<file path="src/rtl/regfile_pkg.sv">
// Shared types and default sizing for the multi-port register file.
package regfile_pkg;

  localparam int DEF_DATA_W  = 32;
  localparam int DEF_DEPTH   = 32;
  localparam int DEF_NUM_RD  = 2;
  localparam int DEF_OBS_IDX = 20;

  typedef enum logic [1:0] {
    IDLE  = 2'd0,
    CLEAR = 2'd1,
    DONE  = 2'd2
  } clr_state_t;

endpackage

</file>
<file path="src/rtl/regfile_if.sv">
// Decode/writeback-facing bus of the register file: read ports, write port, clear handshake, debug tap.
interface regfile_if
  import regfile_pkg::*;
#(
  parameter int DATA_W = DEF_DATA_W,
  parameter int DEPTH  = DEF_DEPTH,
  parameter int NUM_RD = DEF_NUM_RD
);
  localparam int ADDR_W = $clog2(DEPTH);

  logic [NUM_RD*ADDR_W-1:0] rd_addr;
  logic [NUM_RD*DATA_W-1:0] rd_data;
  logic                     wr_en;
  logic [ADDR_W-1:0]        wr_addr;
  logic [DATA_W-1:0]        wr_data;
  logic                     clr_req;
  logic                     clr_busy;
  logic                     clr_done;
  logic [DATA_W-1:0]        obs_data;

  modport master (
    output rd_addr, wr_en, wr_addr, wr_data, clr_req,
    input  rd_data, clr_busy, clr_done, obs_data
  );

  modport slave (
    input  rd_addr, wr_en, wr_addr, wr_data, clr_req,
    output rd_data, clr_busy, clr_done, obs_data
  );
endinterface

</file>
<file path="src/rtl/regfile_clr_seq.sv">
// Bulk-clear sequencer: walks the array one entry per cycle (IDLE -> CLEAR x DEPTH -> DONE -> IDLE).
module regfile_clr_seq
  import regfile_pkg::*;
#(
  parameter int DEPTH  = DEF_DEPTH,
  parameter int ADDR_W = $clog2(DEPTH)
) (
  input  logic              clk,
  input  logic              rst,
  input  logic              clr_req,
  output logic              clr_busy,
  output logic              clr_done,
  output logic              clr_we,
  output logic [ADDR_W-1:0] clr_addr
);

  localparam logic [ADDR_W-1:0] LAST = ADDR_W'(DEPTH - 1);

  clr_state_t        state_q, state_d;
  logic [ADDR_W-1:0] cnt_q, cnt_d;

  always_ff @(posedge clk or posedge rst) begin
    if (rst) begin
      state_q <= IDLE;
      cnt_q   <= '0;
    end else begin
      state_q <= state_d;
      cnt_q   <= cnt_d;
    end
  end

  always_comb begin
    state_d  = state_q;
    cnt_d    = cnt_q;
    clr_busy = 1'b0;
    clr_done = 1'b0;
    clr_we   = 1'b0;
    clr_addr = cnt_q;
    unique case (state_q)
      IDLE: begin
        if (clr_req) begin
          state_d = CLEAR;
          cnt_d   = '0;
        end
      end
      CLEAR: begin
        clr_busy = 1'b1;
        clr_we   = 1'b1;
        // Hold at the last index rather than wrapping; DONE is the exit.
        if (cnt_q == LAST) state_d = DONE;
        else               cnt_d   = cnt_q + 1'b1;
      end
      DONE: begin
        clr_done = 1'b1;
        state_d  = IDLE;
      end
      default: state_d = IDLE;
    endcase
  end

endmodule

</file>
<file path="src/rtl/regfile_mp.sv">
// Parametrised register file: NUM_RD combinational reads, one synchronous write, bulk clear, obs tap.
// Define REGFILE_BYPASS_EN to forward a committing write to same-address readers in the same cycle.
module regfile_mp
  import regfile_pkg::*;
#(
  parameter int DATA_W   = DEF_DATA_W,
  parameter int DEPTH    = DEF_DEPTH,
  parameter int NUM_RD   = DEF_NUM_RD,
  parameter int ZERO_REG = 1,
  parameter int OBS_IDX  = DEF_OBS_IDX
) (
  input  logic      clk,
  input  logic      rst,
  regfile_if.slave  bus
);

  localparam int ADDR_W = $clog2(DEPTH);
  localparam logic [ADDR_W-1:0] OBS_A = ADDR_W'(OBS_IDX);

  logic [DEPTH-1:0][DATA_W-1:0]  mem_q, mem_d;
  logic [NUM_RD-1:0][DATA_W-1:0] rd_vals;
  logic                          clr_busy, clr_done, clr_we;
  logic [ADDR_W-1:0]             clr_addr;
  logic                          zero_wr, wr_commit;

  regfile_clr_seq #(
    .DEPTH  (DEPTH),
    .ADDR_W (ADDR_W)
  ) u_clr_seq (
    .clk      (clk),
    .rst      (rst),
    .clr_req  (bus.clr_req),
    .clr_busy (clr_busy),
    .clr_done (clr_done),
    .clr_we   (clr_we),
    .clr_addr (clr_addr)
  );

  assign zero_wr   = (ZERO_REG != 0) && (bus.wr_addr == '0);
  assign wr_commit = bus.wr_en && !clr_busy && !zero_wr;

  always_comb begin
    mem_d = mem_q;
    if (clr_we)         mem_d[clr_addr]    = '0;
    else if (wr_commit) mem_d[bus.wr_addr] = bus.wr_data;
  end

  always_ff @(posedge clk or posedge rst) begin
    if (rst) mem_q <= '0;
    else     mem_q <= mem_d;
  end

  for (genvar i = 0; i < NUM_RD; i++) begin : g_rd
    logic [ADDR_W-1:0] a;
    logic              zero_hit, byp_hit;
    assign a        = bus.rd_addr[i*ADDR_W +: ADDR_W];
    assign zero_hit = (ZERO_REG != 0) && (a == '0);
`ifdef REGFILE_BYPASS_EN
    assign byp_hit  = wr_commit && (a == bus.wr_addr);
`else
    assign byp_hit  = 1'b0;
`endif
    assign rd_vals[i] = byp_hit ? bus.wr_data : (zero_hit ? '0 : mem_q[a]);
  end

  logic obs_zero, obs_byp;
  assign obs_zero = (ZERO_REG != 0) && (OBS_A == '0);
`ifdef REGFILE_BYPASS_EN
  assign obs_byp  = wr_commit && (bus.wr_addr == OBS_A);
`else
  assign obs_byp  = 1'b0;
`endif

  assign bus.obs_data = obs_byp ? bus.wr_data : (obs_zero ? '0 : mem_q[OBS_A]);
  assign bus.rd_data  = rd_vals;
  assign bus.clr_busy = clr_busy;
  assign bus.clr_done = clr_done;

endmodule
</file>
<file path="src/flat_wrapper.sv">
// flat-port wrapper written by rule: the top's interface ports become plain ports
module regfile_mp_flat import regfile_pkg::*;
#(
  parameter int DATA_W   = DEF_DATA_W,
  parameter int DEPTH    = DEF_DEPTH,
  parameter int NUM_RD   = DEF_NUM_RD,
  parameter int ZERO_REG = 1,
  parameter int OBS_IDX  = DEF_OBS_IDX
)
  (clk, rst, bus_rd_addr, bus_wr_en, bus_wr_addr, bus_wr_data, bus_clr_req, bus_rd_data, bus_clr_busy, bus_clr_done, bus_obs_data);
  regfile_if #(.DATA_W(DATA_W), .DEPTH(DEPTH), .NUM_RD(NUM_RD)) bus_i ();
  input  logic clk;
  input  logic rst;
  input wire logic [$bits(bus_i.rd_addr)-1:0] bus_rd_addr;
  input wire logic [$bits(bus_i.wr_en)-1:0] bus_wr_en;
  input wire logic [$bits(bus_i.wr_addr)-1:0] bus_wr_addr;
  input wire logic [$bits(bus_i.wr_data)-1:0] bus_wr_data;
  input wire logic [$bits(bus_i.clr_req)-1:0] bus_clr_req;
  output wire logic [$bits(bus_i.rd_data)-1:0] bus_rd_data;
  output wire logic [$bits(bus_i.clr_busy)-1:0] bus_clr_busy;
  output wire logic [$bits(bus_i.clr_done)-1:0] bus_clr_done;
  output wire logic [$bits(bus_i.obs_data)-1:0] bus_obs_data;
  assign bus_i.rd_addr = bus_rd_addr;
  assign bus_i.wr_en = bus_wr_en;
  assign bus_i.wr_addr = bus_wr_addr;
  assign bus_i.wr_data = bus_wr_data;
  assign bus_i.clr_req = bus_clr_req;
  assign bus_rd_data = bus_i.rd_data;
  assign bus_clr_busy = bus_i.clr_busy;
  assign bus_clr_done = bus_i.clr_done;
  assign bus_obs_data = bus_i.obs_data;
  regfile_mp #(.DATA_W(DATA_W), .DEPTH(DEPTH), .NUM_RD(NUM_RD), .ZERO_REG(ZERO_REG), .OBS_IDX(OBS_IDX)) u_core (.clk(clk), .rst(rst), .bus(bus_i));
endmodule
</file>
<file path="config.mk">
export PLATFORM = sky130hd
export DESIGN_NAME = regfile_mp_flat
export DESIGN_NICKNAME = d
export VERILOG_FILES = /design/src/rtl/regfile_pkg.sv /design/src/rtl/regfile_if.sv /design/src/rtl/regfile_clr_seq.sv /design/src/rtl/regfile_mp.sv /design/src/flat_wrapper.sv
export SDC_FILE = /design/constraint.sdc
export NUM_CORES = 2
export LEC_CHECK = 0
export ABC_AREA = 1
export CAP_MARGIN = 40
export CORE_ASPECT_RATIO = 0.5
export CORE_MARGIN = 2
export CORE_UTILIZATION = 30
export CTS_BUF_LIST = sky130_fd_sc_hd__clkbuf_16
export DETAILED_ROUTE_END_ITERATION = 12
export PLACE_DENSITY_LB_ADDON = 0.3
export SYNTH_ARGS = -nofsm -noshare
export SYNTH_HDL_FRONTEND = slang
export SYNTH_SLANG_ARGS = --single-unit
</file>
<file path="constraint.sdc">
create_clock -name clk -period 37.3 [get_ports clk]
set_input_delay 11.19 -clock clk [delete_from_list [all_inputs] [get_ports clk]]
set_output_delay 11.19 -clock clk [all_outputs]
set_load 0.03 [all_outputs]
</file>
==> flow_summary.json <==
{
  "rows": 117,
  "grt_pass1_wl_um": 416000,
  "ios": 149,
  "fin_crit_sh": 0.739,
  "clockBufferDepth": 3,
  "grt_overflow": 0,
  "vias_per_cell": 5.76,
  "synth-async-reset-ratio": 1.00,
  "yosys-top-cells-area": "dfrtp_1, nand2_1, nand3_1",
  "fmax_ghz": 0.0363,
  "min_delay_path_depth": 2,
  "routedWlPerCell_um": 24.9,
  "clock_skew_ns": 0.0200,
  "crit_start": "bus_rd_addr[5]",
  "netlist_instances": 8972,
  "finalMaxSlewViolations": 0,
  "fin_crit_ns": 27.57,
  "powerDensity_nw_per_um2": 53.7,
  "wirelength_um": 283000,
  "clk_pin_slew_ns": 0.06,
  "end_kind": "primary output",
  "synthesis.area_um2": 61100,
  "dieArea_um2": 208000,
  "crit_chain": "buf_8, buf_4, buf_4, buf_4, buf_4, nand2_1, nand3_1, nand3_1, nand2_1, nand2_1, nand3_1, nand2_1, nor2_1, clkdlybuf4s50_1",
  "synth-seq-cells": 1031,
  "slew_headroom": 0.169,
  "syn_area_per_cell_um2": 6.81,
  "core_um2": 203000,
  "ant_nets": 0,
  "cts_buffers": 115,
  "die_h_um": 323,
  "grt_pass1_vias": 60073,
  "drtIter0Drc": 9605,
  "synth_ff_type": "dfrtp_1",
  "cts_max_level": 3,
  "hp-start": "u_core.mem_q[11]",
  "dp_slack_ns": 9.92,
  "fin_setup_tns_ns": 0,
  "finalHoldViolCount": 0,
  "r2r_start": "u_core.u_clr_seq.state_q[1]",
  "synth_most_common_cell": "nand2_1",
  "cts.sinks": 1031,
  "drv_cap": 0,
  "r2r.worst_path.cells": 11,
  "drive_above_1_share": 0.0512,
  "grt_max_degree": 198,
  "synth_cell_types": 25,
  "fin_nets": 8609,
  "irDropWorstVdd_uv": 48.3,
  "area_growth_pct": 12.1,
  "holdBufCountCts": 0,
  "rsz0062_at_grt": "no",
  "yosys.area.top_type": "dfrtp_1",
  "p_leak_nw": 29.9,
  "seq_area_frac_synth": 0.422,
  "postCtsSetupRepairBufs": 0,
  "setup_ws_ns": 9.73,
  "critical_path.startpoint_type": "input pin",
  "arrival_ns": 16.38,
  "worst-setup-path-type": "in2out",
  "drtPass1Iterations": 7,
  "max_stage_delay_ns": 0.74,
  "grt_util_all_layers": 0.264,
  "antenna_found_initial": 7,
  "status": "completed",
  "synthTopCellsByCount": "nand2_1, nand3_1, dfrtp_1",
  "timing.hold.ws_ns": 0.514,
  "cts_tree": "yes",
  "start_util": 0.301,
  "vias": 65537,
  "insertion_delay_ns": 0.77,
  "tightestPinTransition_ns": 1.25,
  "gp_congestion": 0.878,
  "cts_resized": 0,
  "root_buffer": "clkbuf_16",
  "worstPathRequired_ns": 26.11,
  "die_w_um": 642,
  "yosysTopAreaCellShare": 0.422,
  "slowest_stage": "buf_4",
  "drc": 0,
  "io_buffers": 148,
  "synth_edf_count": 0,
  "min_path_type": "reg2reg",
  "setup_viol": 0,
  "dp_hpwl_um": 157000,
  "cp_max_fo": 74,
  "yosysWarnings": 0,
  "syn_nets": 9028
}
==> cells in the final DEF, fill, tap and decap left out, types with 2 or more instances in the layout <==
master / count
o211ai_1: 121
clkdlybuf4s50_1: 138
dfrtp_1: 1031
o21ai_4: 4
inv_1: 270
inv_2: 10
diode_2: 3
o21ai_0: 807
buf_4: 167
buf_8: 7
buf_6: 2
clkbuf_16: 115
nor3_2: 4
clkinv_2: 20
bufinv_16: 10
buf_12: 14
clkinv_1: 31
nand2_2: 26
nor2_1: 302
nor3_4: 4
nand2_4: 7
o22ai_1: 94
o31ai_1: 128
buf_16: 24
nand2_1: 2905
nand3_1: 2184
nor3_1: 4
nand3_2: 8
a21oi_1: 80
clkinvlp_4: 3
inv_8: 6
buf_2: 2
ha_1: 5
inv_6: 9
o21ai_1: 101
==> power by group <==
part / internal (mW) / leakage [nW] / switching, mW
registers: 1.32 / 14.3 / 0.176
logic: 0.310 / 13.8 / 0.732
clock network: 0.625 / 1.85 / 0.514
==> worst paths after layout <==
check / end / slack [ns]
max in group asynchronous: u_core.mem_q[476] / 22.56
max reg2reg: u_core.mem_q[247] / 33.48
min in group asynchronous: u_core.mem_q[832] / 10.87
max: bus_rd_data[39] / 9.73
min: u_core.mem_q[11] / 0.51
min reg2reg: u_core.mem_q[11] / 0.51
==> cells by family (layout without fill, tap and decap cells) <==
| family | count (synthesis) | in the layout | share of synthesized area |
|---|---|---|---|
| adders and majority gates | 5 | 5 | 0.00102 |
| DFF | 1031 | 1031 | 0.422 |
| and+or+nand+nor | 5446 | 5446 | 0.381 |
| buffers and inverters | 1155 | 828 | 0.0745 |
| AOI/OAI and AO/OA | 1335 | 1335 | 0.122 |
| other | 0 | 3 | 0 |
==> layout make-up <==
cell class              instances  area (um2)
diodes                          3        7.51
repair buffers                354        3710
fillers                     21798      135000
inverters                     265        1050
flip-flops and latches       1031       25800
clock inverters                94         691
clock buffers                 115        2880
multi-input cells            6786       31000
well taps                    2737        3420
==> sequential cells by signal (all words and copies together) (netlist names) <==
name	count
u_core.bus.obs_data	32
u_core.u_clr_seq.state_q	2
u_core.u_clr_seq.clr_addr	5
u_core.mem_q	992
==> critical path, delay by kind of cell <==
| kind | cells | cell delay (ns) |
|---|---|---|
| and+or+nand+nor | 8 | 1.11 |
| buffers and inverters | 6 | 3.88 |
==> per-stage QoR <==
stage / total power [mW] / util / cell area, um2 / instances
after global routing: 3.85 / 0.337 / 68500 / 11382
after detailed placement: 2.53 / 0.320 / 64900 / 11172
after floorplan: 2.13 / - / 61100 / 8972
final: 3.68 / 0.337 / 68500 / 11385
after CTS: 3.66 / 0.337 / 68500 / 11381
after global placement: 2.49 / 0.315 / 64000 / 11136
==> per-layer routing <==
metal,global-route usage,part of all wire,vias to the layer above
met5,0,0.000042,-
met4,0.112,0.046,2
met3,0.0634,0.12,691
met2,0.394,0.42,4038
met1,0.365,0.41,31706
li1,-,-,29100
No activity file was read; power rests on OpenSTA's default activity.
